`config.mk`:
```
export PLATFORM = sky130hd
export DESIGN_NAME = dds_phase_accum
export DESIGN_NICKNAME = d
export VERILOG_FILES = /design/src/rtl/dds_phase_accum.sv
export SDC_FILE = /design/constraint.sdc
export NUM_CORES = 1
export LEC_CHECK = 0
export ABC_AREA = 1
export CAP_MARGIN = 40
export CORE_ASPECT_RATIO = 1.1
export CORE_MARGIN = 2
export CORE_UTILIZATION = 40
export CTS_CLUSTER_DIAMETER = 60
export DETAILED_ROUTE_END_ITERATION = 16
export PLACE_DENSITY_LB_ADDON = 0.1
export SLEW_MARGIN = 20
export SYNTH_ARGS = -nofsm -noshare
export SYNTH_HDL_FRONTEND = slang
export SYNTH_SLANG_ARGS = --single-unit
```
`constraint.sdc`:
```
create_clock -name clk -period 4.9 [get_ports clk]
set_input_delay 1.47 -clock clk [delete_from_list [all_inputs] [get_ports clk]]
set_output_delay 1.47 -clock clk [all_outputs]
set_load 0.1 [all_outputs]
```
`src/rtl/dds_phase_accum.sv`:
```
// Phase accumulator and half-wave LUT address generator for the DDS chain,
// with fixed-frequency run and a dwell-stepped linear FTW sweep.
module dds_phase_accum #(
    parameter int ACC_W   = 32,
    parameter int LUT_LAT = 1,
    parameter int DWELL   = 16
) (
    input  logic             clk,
    input  logic             rst,
    input  logic             en,
    input  logic             phase_clr,
    input  logic [ACC_W-1:0] ftw_in,
    input  logic             ftw_load,
    input  logic             sweep_start,
    input  logic [ACC_W-1:0] sweep_step,
    input  logic [ACC_W-1:0] sweep_stop,
    output logic [8:0]       lut_addr,
    output logic [9:0]       phase_out,
    output logic             wrap,
    output logic             busy,
    output logic             sweep_done,
    output logic [ACC_W-1:0] ftw_active
);

    localparam int CNT_W = (DWELL > 1) ? $clog2(DWELL) : 1;
    localparam logic [CNT_W-1:0] DWELL_RELOAD = CNT_W'(DWELL - 1);

    typedef enum logic [1:0] {
        S_IDLE,
        S_RUN,
        S_SWEEP
    } state_t;

    state_t           state_q, state_d;
    logic [ACC_W-1:0] acc_q, acc_d;
    logic [ACC_W-1:0] ftw_q, ftw_d;
    logic [ACC_W-1:0] step_q, step_d;
    logic [ACC_W-1:0] stop_q, stop_d;
    logic [CNT_W-1:0] cnt_q, cnt_d;
    logic             wrap_q, wrap_d;
    logic             busy_q;
    logic             done_q, done_d;

    logic [ACC_W:0]   acc_sum;
    logic [ACC_W:0]   sweep_sum;
    logic             advance;

    assign acc_sum   = {1'b0, acc_q} + {1'b0, ftw_q};
    // One extra bit so a step that overflows the FTW still terminates the sweep.
    assign sweep_sum = {1'b0, ftw_q} + {1'b0, step_q};
    assign advance   = en && (state_q != S_IDLE);

    always_comb begin
        acc_d  = acc_q;
        wrap_d = 1'b0;
        if (phase_clr) begin
            acc_d = '0;
        end else if (advance) begin
            acc_d  = acc_sum[ACC_W-1:0];
            wrap_d = acc_sum[ACC_W];
        end
    end

    always_comb begin
        state_d = state_q;
        ftw_d   = ftw_q;
        step_d  = step_q;
        stop_d  = stop_q;
        cnt_d   = cnt_q;
        done_d  = 1'b0;
        case (state_q)
            S_IDLE: begin
                if (ftw_load) begin
                    ftw_d = ftw_in;
                end
                if (en) begin
                    state_d = S_RUN;
                end
            end
            S_RUN: begin
                if (ftw_load) begin
                    ftw_d = ftw_in;
                end
                if (!en) begin
                    state_d = S_IDLE;
                end else if (sweep_start && !ftw_load) begin
                    if (sweep_stop > ftw_q) begin
                        step_d  = sweep_step;
                        stop_d  = sweep_stop;
                        cnt_d   = DWELL_RELOAD;
                        state_d = S_SWEEP;
                    end else begin
                        done_d = 1'b1;
                    end
                end
            end
            S_SWEEP: begin
                if (!en) begin
                    state_d = S_IDLE;
                end else if (cnt_q == '0) begin
                    if (sweep_sum >= {1'b0, stop_q}) begin
                        ftw_d   = stop_q;
                        done_d  = 1'b1;
                        state_d = S_RUN;
                    end else begin
                        ftw_d = sweep_sum[ACC_W-1:0];
                        cnt_d = DWELL_RELOAD;
                    end
                end else begin
                    cnt_d = cnt_q - 1'b1;
                end
            end
            default: begin
                state_d = S_IDLE;
            end
        endcase
    end

    always_ff @(posedge clk) begin
        if (rst) begin
            state_q <= S_IDLE;
            acc_q   <= '0;
            ftw_q   <= '0;
            step_q  <= '0;
            stop_q  <= '0;
            cnt_q   <= '0;
            wrap_q  <= 1'b0;
            busy_q  <= 1'b0;
            done_q  <= 1'b0;
        end else begin
            state_q <= state_d;
            acc_q   <= acc_d;
            ftw_q   <= ftw_d;
            step_q  <= step_d;
            stop_q  <= stop_d;
            cnt_q   <= cnt_d;
            wrap_q  <= wrap_d;
            busy_q  <= (state_d == S_SWEEP);
            done_q  <= done_d;
        end
    end

    assign lut_addr   = acc_q[ACC_W-2 -: 9];
    assign wrap       = wrap_q;
    assign busy       = busy_q;
    assign sweep_done = done_q;
    assign ftw_active = ftw_q;

    // Phase delay line aligns the fold-stage phase with LUT read data.
    genvar gi;
    generate
        if (LUT_LAT == 0) begin : g_no_dly
            assign phase_out = acc_q[ACC_W-1 -: 10];
        end else begin : g_dly
            logic [9:0] dly_q [LUT_LAT];
            for (gi = 0; gi < LUT_LAT; gi++) begin : g_stage
                if (gi == 0) begin : g_first
                    always_ff @(posedge clk) begin
                        if (rst) begin
                            dly_q[gi] <= '0;
                        end else begin
                            dly_q[gi] <= acc_q[ACC_W-1 -: 10];
                        end
                    end
                end else begin : g_next
                    always_ff @(posedge clk) begin
                        if (rst) begin
                            dly_q[gi] <= '0;
                        end else begin
                            dly_q[gi] <= dly_q[gi-1];
                        end
                    end
                end
            end
            assign phase_out = dly_q[LUT_LAT-1];
        end
    endgenerate

endmodule

```
# Word level (Yosys, flattened, before mapping)
# Memory sizes are Yosys's and may differ from the RTL's.
# Index checks and enable logic that the tools add are counted.
# classes
order_cmp	2
n_eq_ne	10
n_addsub	3
n_reduce_logical	15
bitwise	1
n_mux	32
# ops
op	n
2-to-1 mux 32 bit	4
adder 32 x 32 -> 33 bit	2
case mux 32 bit (2 select lines)	1
greater-or-equal comparator 33 x 32 -> 1 bit	1
> comparator 32 bit	1
2-to-1 mux 4 bit	6
2-to-1 mux 2 bit	7
2-to-1 mux 1 bit	10
2-to-1 mux 10 bit	1
inequality test 2 bit (second input constant)	5
OR reduction 10 bit	1
case mux 4 bit (2 select lines)	1
AND reduction 4 bit	2
case mux 2 bit (3 select lines)	1
AND reduction 6 bit	1
nonzero test 2 bit	3
equality test 2 bit (second input constant)	2
zero test 4 bit	1
OR reduction 2 bit	2
subtractor 4 x 1 -> 4 bit (second input constant)	1
inequality test 3 bit (second input constant)	1
OR reduction 3 bit	1
equality test 2 x 1 -> 1 bit (second input constant)	1
logical AND 1 bit	2
5 further kinds	5
# word_totals
inputBits	102
regBits	137
out_inout_bits	54
word_cells	73
n_memories	1
mem_bits_rw	10
# mem_list
memory	words	word_bits	read_ports	rd_clocked_by_memory_dff	write_ports	line	rtl
g_dly.dly_q	1	10	1	0	1	155	logic [9:0] dly_q [LUT_LAT];

# Logic depth before layout (Yosys ltp)
# logic_depth
ltp_word	7
depth_mapped	32
depth_no_buf	32

# Worst setup path before layout
# No wires, ideal clock.
# synth_path
path_type	register to register
from	register ftw_q[0], in the netlist ftw_active[0]
to	register cnt_q[0]
stages_incl_launch_ff	33
n_path_buf	0
setup_slack_ns	0.827
setup_ns	0.126
required_time_ns	4.774
arrival_ns	3.946
synth_period_minus_slack_ns	4.073
cell_sequence	dfxtp_1 > ha_1 > fa_1 > nand3_1 > nand2_2 > a21oi_4 > inv_1 > nand3_1 > nand2_1 > a21oi_1 > o21ai_0 > xnor2_1 > inv_1 > ha_1 > nand2_1 > nor2_1 > nand2_1 > nor2_1 > nand2_1 > nand3_1 > nand2_1 > nand2_1 > nand2_1 > nand2_1 > nand2_1 > nand2_4 > nand2_4 > nand2_2 > nand2_4 > nand2_2 > nand2_1 > nand2_1 > nor2_2
# synth_via
elab_chain_cells	4
elab_cells_between_ends	6
classes_between	add/sub (1); order compare (2); eq/ne (2); reduce/logical (1)
# synth_lines
element	line	rtl
from (decl)	36	logic [ACC_W-1:0] ftw_q, ftw_d;
from (signal assigned)	133	ftw_q <= ftw_d;
adder 32 x 32 -> 33 bit	50	assign sweep_sum = {1'b0, ftw_q} + {1'b0, step_q};
greater-or-equal comparator 33 x 32 -> 1 bit	101	if (sweep_sum >= {1'b0, stop_q}) begin
inequality test 3 bit (no line)	n/a	
AND reduction 6 bit (no line) (*)	n/a	
to (signal assigned)	136	cnt_q <= cnt_d;
to (decl)	39	logic [CNT_W-1:0] cnt_q, cnt_d;
# Every way passes the cells marked *; elsewhere a longest branch is shown, timed or not.
# A chain may end at the register's enable or synchronous reset.

# Worst setup path in the final report
# layout_path
from	register ftw_q[2], in the netlist ftw_active[2]
to	register ftw_q[0], in the netlist ftw_active[0]
# layout_via
elab_chain_cells	6
# layout_lines
element	line	rtl
adder 32 x 32 -> 33 bit	50	
greater-or-equal comparator 33 x 32 -> 1 bit	101	
2-to-1 mux 32 bit	101	
2-to-1 mux 32 bit	100	end else if (cnt_q == '0) begin
2-to-1 mux 32 bit	98	if (!en) begin
case mux 32 bit (2 select lines)	71	case (state_q)
# Every way passes these cells. The select of a mux whose other input is x is not followed.

==> flow_metrics.tcl <==
set metrics [dict create \
    synth.cell_area_um2 11200 \
    synth_top_area_share_pct 26.4 \
    drt_iter0_drc 604 \
    gr-usage-met2_pct 42.8 \
    cts_max_level 4 \
    clock_latency_ns 0.44 \
    synth_top_cell_by_area "dfxtp_1" \
    ys_seq_area_share_pct 26.4 \
    vdd.ir_drop.worst_uv 195 \
    hold_ws_ns 0.456 \
    fillers 2780 \
    ys_ff_latch 147 \
    run_status "finished clean" \
    cts_sinks 147 \
    slew_headroom_pct 45.7 \
    period_share_pct 91.7 \
    finalHoldViolations 0 \
    io_pins 156 \
    drive_gt1_share_pct 10.6 \
    path_cells "ha_1 > a21o_1 > a31oi_1 > o21ai_0 > nand2_1 > nand2_1 > nand2_1 > nand2_1 > nand3_1 > nand2_1 > xor2_1 > inv_1 > ha_1 > nand4_1 > nor3_1 > a31o_2 > nor2_2 > nand2_4 > buf_4 > buf_4 > a21oi_2 > o21ai_1 > a21oi_1" \
    gp_congestion 0.927 \
    hold_buffers 0 \
    async_reset_ff_share_pct 0 \
    grtUsageMet3_pct 3.24 \
    regArea_um2 2940 \
    skew_ns 0.0113 \
    cts_buffers 17 \
    syn_inst 1604 \
    syn_nets 1842 \
    start_util_pct 40.4 \
    num_rows 64 \
    critPathMaxFanout 18 \
    yosysWarningCount 0 \
    clock_path_buffers 2 \
    most-common-layout-cells "a21oi_1, inv_1, nand2_1, o21ai_0, clkdlybuf4s50_1" \
    wl_per_cell_um 16.9 \
    postRouteAntennaNets 0 \
    vias 11396 \
    maxSlewViolCount 0 \
    area_growth_pct 30.9 \
    setup_viol 0 \
    avgSynthCellArea_um2 6.95 \
    cts_setup_buffers 0 \
    portBuffers 155 \
    dp.final_hpwl_um 29500 \
    grt_first_pass_wirelength_um 57900 \
    cts_tree "yes" \
    first_pass_iters 6 \
    clkTransAtPathRegs_ns 0.07 \
    start_kind "flip-flop" \
    critPathCaptureType "flip-flop" \
    synthFlopType "dfxtp_1" \
    cts_resized 0 \
    rsz0062_at_grt "no" \
    gr-total-overflow 0 \
    p_leak_nw 6.46 \
    antenna_found_initial 0 \
    slowest_delay_ns 0.37 \
    gr-usage-met1_pct 34.4 \
    layout_commonest_cell "a21oi_1" \
    cap_viol_max_count 0 \
    cp.required_ns 5.22 \
    antenna_cells 0 \
    path_delay_family "simple AND/OR/NAND/NOR gates" \
    synthTopCellsByArea "dfxtp_1, ha_1, a21oi_1, inv_1, o21ai_0" \
    routed_wl_um 37000 \
    track_usage_pct 25.4 \
    die_h_um 179 \
    setup.worst_path.class "flip-flop to flip-flop" \
    hp-class "flip-flop to flip-flop" \
    synth.distinct_cells 53 \
    total_power_mw 3.70 \
    setup_tns_ns 0 \
    core_um2 27600 \
    root_buffer "clkbuf_16" \
    grt_max_degree 67 \
    crit_arrival_ns 4.82 \
    period_needed_ns 4.49 \
    path_buf_inv 3 \
    synth_edf_count 0 \
    slowest_stage "a31oi_1" \
    fmax_ghz 0.223 \
    multi_input_area_um2 6980 \
    tightestPinTransition_ns 0.815 \
    cp_common_cell "nand2_1" \
    nets 2050 \
    grt-busiest-layer "met2" \
    fp.dieArea_um2 29200 \
    p_per_area_nw_per_um2 254 \
    post-route-drc-count 0 \
    chipWidth_um 163 \
    grt_pass1_vias 10716 \
    vias_per_cell 5.21 \
]
## per-stage QoR
step / utilization, % / worst slack (ns) / area, um^2 / cells
3_5_place_dp: 50.7 / 0.427 / 14000 / 2155
6_report: 52.9 / 0.406 / 14600 / 2188
3_3_place_gp: 47.7 / 0.405 / 13200 / 2101
4_1_cts: 52.8 / 0.472 / 14600 / 2187
2_1_floorplan: - / 0.827 / 11200 / 1604
5_1_grt: 52.9 / 0.113 / 14600 / 2188
## layer usage
layer | up-vias | wire length (um)
met3 | 24 | 1640
met1 | 5272 | 17700
met4 | 0 | 546
met5 | - | 0
li1 | 5811 | -
met2 | 289 | 17100
## Yosys cell counts, types with 3 or more instances
library cell / count
ha_1: 134
o21ai_1: 30
nor2_1: 111
o21ai_0: 169
nor3_1: 13
dfxtp_1: 147
a31oi_1: 8
buf_2: 11
a21o_1: 8
clkbuf_1: 25
o211ai_1: 13
buf_4: 16
a21oi_2: 37
buf_1: 4
nand2_2: 5
o221ai_1: 5
nand4_1: 18
xnor2_1: 11
nand2_1: 222
inv_1: 235
a211oi_1: 3
a21oi_1: 251
o21a_1: 5
nand2_4: 3
buf_6: 5
or2_2: 3
a21boi_0: 3
nor4_1: 6
nand3_1: 42
xor2_1: 30
## cells by family after synthesis
family,count (synthesis),synth area share [%]
compound gates,544,27.2
buf+inv,301,11.1
fa+ha+maj,136,15.4
flops,147,26.4
simple gates,435,16.7
xor+xnor,41,3.22
## state kept, by name, indices dropped and copies added, names as in the netlist
register     cells
sweep_done       1
ftw_active      32
state_q          2
step_q          32
cnt_q            4
busy             1
wrap             1
g_dly.dly_q     10
acc_q           32
stop_q          32
## power by group
| group | switching, mW | total (mW) | internal (mW) |
|---|---|---|---|
| Clock | 0.604 | 1.33 | 0.729 |
| Combinational | 0.690 | 1.10 | 0.409 |
| Sequential | 0.0322 | 1.27 | 1.24 |
| Total | 1.33 | 3.70 | 2.38 |
## path summary, 6_finish.rpt
path | start | to | slack [ns] | cells past startpoint
setup / recovery | ftw_active[2] | ftw_active[0] | 0.41 | 23
hold / removal | step_q[2] | step_q[2] | 0.46 | 2
setup reg to reg | ftw_active[2] | ftw_active[0] | 0.41 | 23
hold reg to reg | step_q[2] | step_q[2] | 0.46 | 2
## worst register-to-register path, stage by stage, from the launching register on
cell	delay, ns
dfxtp_1	0.33
ha_1	0.35
a21o_1	0.19
a31oi_1	0.37
o21ai_0	0.24
nand2_1	0.11
nand2_1	0.08
nand2_1	0.07
nand2_1	0.10
nand3_1	0.09
nand2_1	0.13
xor2_1	0.20
inv_1	0.06
ha_1	0.32
nand4_1	0.15
nor3_1	0.34
a31o_2	0.22
nor2_2	0.05
nand2_4	0.22
buf_4	0.34
buf_4	0.20
a21oi_2	0.05
o21ai_1	0.11
a21oi_1	0.07
## area by class of cell
class,count,area share (%)
clock inverter,14,0.968
timing repair buffer,252,18.8
inverter,238,6.12
multi-input combinational,1156,47.8
tap,363,3.11
sequential,147,20.2
clock buffer,18,3.01
Power figures use the tool's default switching activity.
